--- config.mk ---
export PLATFORM = sky130hd
export DESIGN_NAME = sbox_scheduler
export DESIGN_NICKNAME = d
export VERILOG_FILES = /design/src/rtl/sbox_scheduler.sv
export SDC_FILE = /design/constraint.sdc
export NUM_CORES = 1
export LEC_CHECK = 0
export BUFFER_PORTS_ARGS = -buffer_cell sky130_fd_sc_hd__buf_2
export CAP_MARGIN = 40
export CORE_UTILIZATION = 42
export CTS_BUF_LIST = sky130_fd_sc_hd__clkbuf_16
export CTS_CLUSTER_SIZE = 24
export DETAILED_ROUTE_END_ITERATION = 12
export PLACE_DENSITY = 0.86
export SLEW_MARGIN = 20
export SYNTH_ARGS = -nofsm -noshare
export SYNTH_HDL_FRONTEND = slang
export SYNTH_SLANG_ARGS = --single-unit
--- constraint.sdc ---
create_clock -name clk -period 1.65 [get_ports clk]
set_input_delay 0.4125 -clock clk [delete_from_list [all_inputs] [get_ports clk]]
set_output_delay 0.4125 -clock clk [all_outputs]
set_load 0.1 [all_outputs]
--- src/rtl/sbox_scheduler.sv ---
// Shares one masked S-box between SubBytes (state) and SubWord (key) jobs.
// It latches requests, issues one byte per cycle, and routes each result back to its owner via a tag pipe.
module sbox_scheduler #(
  parameter int SBOX_LAT = 6,
  parameter int N_STATE  = 16,
  parameter int N_KEY    = 4
) (
  input  logic        clk,
  input  logic        rst,
  input  logic        ss_start,
  input  logic        ks_start,
  output logic        ss_busy,
  output logic        ks_busy,
  output logic        rd_sel,
  output logic [3:0]  rd_idx,
  input  logic [15:0] rd_data,
  output logic [15:0] sbox_inp,
  output logic        prng_en,
  input  logic [15:0] sbox_out,
  output logic        wr_en,
  output logic        wr_sel,
  output logic [3:0]  wr_idx,
  output logic [15:0] wr_data,
  output logic        ss_done,
  output logic        ks_done
);

  typedef enum logic [1:0] {IDLE, ISSUE_S, ISSUE_K} state_t;

  typedef struct packed {
    logic       v;
    logic       sel;
    logic [3:0] idx;
    logic       last;
  } tag_t;

  localparam logic [3:0] LAST_S = 4'(N_STATE - 1);
  localparam logic [3:0] LAST_K = 4'(N_KEY - 1);

  state_t     state, state_nxt;
  logic       ss_pend, ks_pend;
  logic       ss_iss, ks_iss;
  logic [3:0] cnt;
  logic       ss_want, ks_want;
  logic       issuing, last_issue;
  tag_t       tag_push, tag_out;
  tag_t       tag_pipe [SBOX_LAT];
  logic       any_tag_v;

  // The start pulse is folded in directly so the first issue follows the request by one cycle.
  assign ks_want    = (ks_pend | ks_start) & ~ks_iss;
  assign ss_want    = (ss_pend | ss_start) & ~ss_iss;
  assign issuing    = (state == ISSUE_S) | (state == ISSUE_K);
  assign last_issue = ((state == ISSUE_K) & (cnt == LAST_K)) |
                      ((state == ISSUE_S) & (cnt == LAST_S));

  always_ff @(posedge clk or posedge rst) begin
    if (rst) state <= IDLE;
    else     state <= state_nxt;
  end

  always_comb begin
    state_nxt = state;
    unique case (state)
      IDLE: begin
        if (ks_want)      state_nxt = ISSUE_K;
        else if (ss_want) state_nxt = ISSUE_S;
      end
      ISSUE_K: if (cnt == LAST_K) state_nxt = ss_want ? ISSUE_S : IDLE;
      ISSUE_S: if (cnt == LAST_S) state_nxt = ks_want ? ISSUE_K : IDLE;
      default: state_nxt = IDLE;
    endcase
  end

  always_comb begin
    rd_sel   = (state == ISSUE_K);
    rd_idx   = issuing ? cnt : '0;
    sbox_inp = issuing ? rd_data : '0;
    tag_push = '0;
    if (issuing) begin
      tag_push.v    = 1'b1;
      tag_push.sel  = (state == ISSUE_K);
      tag_push.idx  = cnt;
      tag_push.last = last_issue;
    end
  end

  always_ff @(posedge clk or posedge rst) begin
    if (rst) begin
      cnt     <= '0;
      ss_pend <= 1'b0;
      ks_pend <= 1'b0;
      ss_iss  <= 1'b0;
      ks_iss  <= 1'b0;
    end else begin
      cnt <= (issuing && !last_issue) ? cnt + 4'd1 : '0;
      if (ss_done)       ss_pend <= 1'b0;
      else if (ss_start) ss_pend <= 1'b1;
      if (ks_done)       ks_pend <= 1'b0;
      else if (ks_start) ks_pend <= 1'b1;
      if (ss_done)                                    ss_iss <= 1'b0;
      else if (state == ISSUE_S && cnt == LAST_S)     ss_iss <= 1'b1;
      if (ks_done)                                    ks_iss <= 1'b0;
      else if (state == ISSUE_K && cnt == LAST_K)     ks_iss <= 1'b1;
    end
  end

  always_ff @(posedge clk or posedge rst) begin
    if (rst) begin
      for (int unsigned i = 0; i < SBOX_LAT; i++) tag_pipe[i] <= '0;
    end else begin
      tag_pipe[0] <= tag_push;
      for (int unsigned i = 1; i < SBOX_LAT; i++) tag_pipe[i] <= tag_pipe[i-1];
    end
  end

  always_comb begin
    any_tag_v = 1'b0;
    for (int unsigned i = 0; i < SBOX_LAT; i++) any_tag_v = any_tag_v | tag_pipe[i].v;
  end

  assign tag_out = tag_pipe[SBOX_LAT-1];
  assign prng_en = (state != IDLE) | any_tag_v;
  assign wr_en   = tag_out.v;
  assign wr_sel  = tag_out.sel;
  assign wr_idx  = tag_out.idx;
  assign wr_data = tag_out.v ? sbox_out : '0;
  assign ss_done = tag_out.v & ~tag_out.sel & tag_out.last;
  assign ks_done = tag_out.v &  tag_out.sel & tag_out.last;
  assign ss_busy = ss_pend;
  assign ks_busy = ks_pend;

endmodule

## After elaboration in Yosys (flattened, before gate mapping)

Index checks and enable logic that the tools add are counted.

- $add $sub $neg: 1
- Equality and inequality tests: 7
- Mux-type cells: 20
- Bitwise logic cells: 21
- Reduce and logical (&&, ||, !) cells: 11

Operators with widths:

| kind | number |
|---|---|
| 16-bit two-way mux | 2 |
| 2-bit two-way mux | 5 |
| 1-bit bitwise OR | 10 |
| 2-bit nonzero test | 5 |
| 1-bit two-way mux | 9 |
| 1-bit AND | 8 |
| 4-bit two-way mux | 2 |
| 7-bit two-way mux | 1 |
| 2-bit case mux with 3 select lines | 1 |
| 4-bit by 1-bit adder with 4-bit output, second input constant | 1 |
| 4-bit by 2-bit equality test with 1-bit output, second input constant | 1 |
| 4-bit equality test, second input constant | 1 |
| 2-bit by 1-bit inequality test with 1-bit output, second input constant | 2 |
| 1-bit logical AND | 3 |
| 3-bit inequality test, second input constant | 1 |
| 1-bit inverter | 3 |
| 3-bit AND reduction | 1 |
| 2-bit by 1-bit equality test with 1-bit output, second input constant | 1 |
| 2-bit equality test, second input constant | 1 |
| 2-bit zero test | 1 |
| 1-bit zero test | 1 |

- Bits in registers: 52
- Output and inout port bits: 48
- Logic and storage cells: 90

## Depth between registers and ports, before layout

- Depth in word-level cells: 6
- Depth in mapped cells: 6
- Depth with buffers taken out: 6

## Least setup slack after synthesis

Ideal clock, no wire load.

- Kind: reg2out
- Start point: reg tag_pipe (netlist bit wr_en)
- End point: out ss_done
- Arrival time: 2.440 ns
- Data required time: 1.237 ns
- Path slack: -1.203 ns
- Stages on the path, launching flop included: 3
- Buffers on the path: 0
- Cells stage by stage: dfrtp_1 nand2_1 nor2_1

- Cells in the longest elaborated chain, start to end: 2

Ends and longest elaborated chain:

| what | RTL line | source |
|---|---|---|
| from (decl) | 47 | `tag_t tag_pipe [SBOX_LAT];` |
| 1-bit AND (2 in a row) | 128 | `assign ss_done = tag_out.v & ~tag_out.sel & tag_out.last;` |
| to (decl) | 24 | `output logic ss_done,` |

No other way between the ends.

## Worst setup path in the final report

- Start point: reg state[0]
- End point: out sbox_inp[5]

- Cells in the longest elaborated chain, start to end: 3

Ends and longest elaborated chain:

| what | RTL line | source |
|---|---|---|
| from (decl) | 40 | `state_t state, state_nxt;` |
| from (signal assigned) | 59 | `else state <= state_nxt;` |
| 2-bit by 1-bit equality test with 1-bit output / 2-bit equality test (equally long branches) | 53 | `assign issuing = (state == ISSUE_S) \| (state == ISSUE_K);` |
| 1-bit bitwise OR * | 53 |  |
| named net issuing | 45 | `logic issuing, last_issue;` |
| 16-bit two-way mux * | 78 | `sbox_inp = issuing ? rd_data : '0;` |
| to (decl) | 17 | `output logic [15:0] sbox_inp,` |

The timed path passes the listed nets; every way through them passes the cells marked *.

==> flow_summary.yaml <==
timing:
  relSlewSlack_pct: 63.7
  finalCriticalPeriod_ns: 1.89
  min_period_over_period_pct: 115
  max_freq_mhz: 529
  finalHoldViolCount: 0
  rsz0062_at_grt: "true"
  fin_skew_ns: 0.00239
  max_slew.worst_pin.slew_ns: 0.544
  finalSetupViolCount: 32
  drv_slew: 0
  fin_hold_ws_ns: 0.167
  setup_slack_ns: -0.241
drt:
  route.detailed.drc: 0
  route.vias.total: 1486
  wl_met1_um: 1670
  drt_iter0_drc: 38
  drt-pass1-iter-count: 4
  top_layer_used: "met4"
  wl_met3_um: 390
  drt_wl_total_um: 4830
  vias_per_cell: 4.81
  wl_per_cell_um: 15.6
  ant_nets: 0
  met2_wirelength_um: 2720
logic_synthesis:
  netlist_instances: 148
  syn_nets: 189
  seq_area_frac_synth_pct: 68.3
  synthArstFlopShare_pct: 100
  avgSynthCellArea_sq_um: 12.9
  synth_warnings: 0
  ys_types: 27
  ys.flop_type: "dfrtp_1"
  synth_edf_count: 0
  yosys_register_bits: 52
  syn-cell-area_sq_um: 1910
finish:
  fillers: 211
  antenna_cells: 0
  syn_to_final_growth_pct: 86.5
  fin_cells: 309
  nNetsFinal: 297
  drive_above_1_share_pct: 68.9
  final_area_sq_um: 3550
critical_path:
  worstPathArrival_ns: 1.48
  worst-path-max-fanout: 6
  critPathSlowestCell: "dfrtp_1"
  end_kind: "output pin"
  startpoint_type: "register"
  crit_family: "flip-flops"
  required_ns: 1.24
  path_cells: "inv_2 -> ha_4 -> buf_4 -> and2_4 -> buf_12"
  cp_num_buf_inv: 3
  path_class: "register to output pin"
  critPathMaxStageDelay_ns: 0.37
die:
  pin_count: 84
  die_w_um: 69.4
  die-area_sq_um: 4810
  start_util_pct: 43.8
  core_area_sq_um: 4350
  die_h_um: 69.4
  rows: 24
run_status:
  violations: "setup timing"
  outcome: "complete, but fails checks"
place:
  dp_hpwl_um: 3170
  place_congestion: 0.816
  portBuffers: 83
  dp.cells: 281
  dpl-instance-area_sq_um: 3140
run:
  maxCapViolCount: 0
clocking:
  clock_latency_ns: 0.29
  cts.hold.buffers_added: 0
  cts_buffers: 5
  root_buffer: "clkbuf_16"
  cts.clk_slew.worst_paths_ns: 0.07
  clk_path_buf_depth: 2
  h-tree-depth: 2
  cts_tree: "yes"
  clock-sinks: 52
global_route:
  grt_pass1_wl_um: 7350
  grt_pass1_vias: 1606
  grt_max_degree: 30
  antenna_found_initial: 0
  grt_overflow: 0
  grt_usage_pct: 19.9
hold_path:
  min_path_type: "input pin to asynchronous set/reset pin"
==> layout make-up <==
type / instances / area, sq um / share of cell area [%]
Timing Repair Buffer: 113 / 1320 / 37.0
Sequential cell: 52 / 1310 / 36.7
Multi-Input combinational cell: 80 / 697 / 19.6
Clock buffer: 5 / 125 / 3.52
Tap cell: 52 / 65.1 / 1.83
Clock inverter: 3 / 27.5 / 0.775
Inverter: 4 / 18.8 / 0.528
==> layout by cell type (no fill, tap or decap), types with 2 or more instances in the layout <==
| cell | synthesis | final |
|---|---|---|
| and2_4 | 0 | 34 |
| and3_1 | 3 | 2 |
| buf_12 | 0 | 43 |
| buf_2 | 0 | 42 |
| buf_4 | 8 | 20 |
| buf_6 | 1 | 7 |
| clkbuf_16 | 0 | 5 |
| clkinvlp_4 | 0 | 2 |
| dfrtp_1 | 52 | 49 |
| dfrtp_2 | 0 | 3 |
| ha_1 | 5 | 2 |
| ha_4 | 0 | 2 |
| inv_2 | 0 | 2 |
| nand2_4 | 0 | 2 |
| nand3_1 | 2 | 2 |
| nor2_1 | 14 | 13 |
==> routing by layer <==
metal | up-vias | global-route usage [%]
li1 | 679 | -
met1 | 711 | 21.2
met2 | 92 | 36.9
met3 | 4 | 6.25
met4 | 0 | 6.80
met5 | - | 0
==> stage by stage <==
stage | TNS (ns) | setup WS (ns) | utilization, %
after global placement | 0 | 0.0397 | 72.1
after floorplan | -1.88 | -0.135 | -
after CTS | -4.59 | -0.241 | 78.1
after global routing | -6.88 | -0.289 | 81.6
after detailed placement | -0.0118 | -0.0118 | 72.1
final | -5.43 | -0.241 | 81.6
==> path summary, 6_finish.rpt <==
check	start	to	slack, ns	cells after the start
worst max-delay path	state[0]	sbox_inp[5]	-0.24	5
max in group asynchronous	rst	cnt[2]	0.98	3
worst min register to register	tag_pipe[28]	tag_pipe[21]	0.35	0
worst min-delay path	rst	tag_out[0]	0.17	2
worst max register to register	cnt[0]	state[1]	0	5
min in group clk	tag_pipe[28]	tag_pipe[21]	0.35	0
==> cell usage after synthesis, types with 2 or more instances <==
library cell	count	area, sq um
and2_1	36	225
inv_1	4	15.0
nor2_1	14	52.6
ha_1	5	62.6
nand3_1	2	10.0
nand2_1	3	11.3
and3_1	3	18.8
clkbuf_1	3	11.3
buf_4	8	60.1
nor3b_1	2	15.0
dfrtp_1	52	1300
==> repair_timing <==
item | in CTS | in global routing
cloned | 0 | 1
pin swaps | 6 | 13
endpoints found under the setup margin | 36 | 45
buffers inserted | 11 | 8
resized for setup | 7 | 21
hold endpoints to repair | 0 | 0
==> logic make-up (layout without fill, tap and decap cells) <==
group	after synthesis	count (layout)	synth area share, %
buffers and inverters	16	125	5.12
flip-flops	52	52	68.3
adder cells (fa/ha/maj)	5	5	3.28
AND/OR/NAND/NOR	64	64	18.8
XOR/XNOR	2	2	0.919
AO/OA/AOI/OAI	9	9	3.55
==> flip-flops by register name, indices dropped and copies added (netlist names) <==
name and cells:
ss_busy 1, ss_iss 1, wr_idx 4, state 2, ks_iss 1, wr_sel 1, ks_busy 1, tag_pipe 35
wr_en 1, cnt 4, tag_out 1
Power is left out: the tool's default activity adds up to more than one toggle a clock period on the data nets, which glitch-free logic cannot reach.
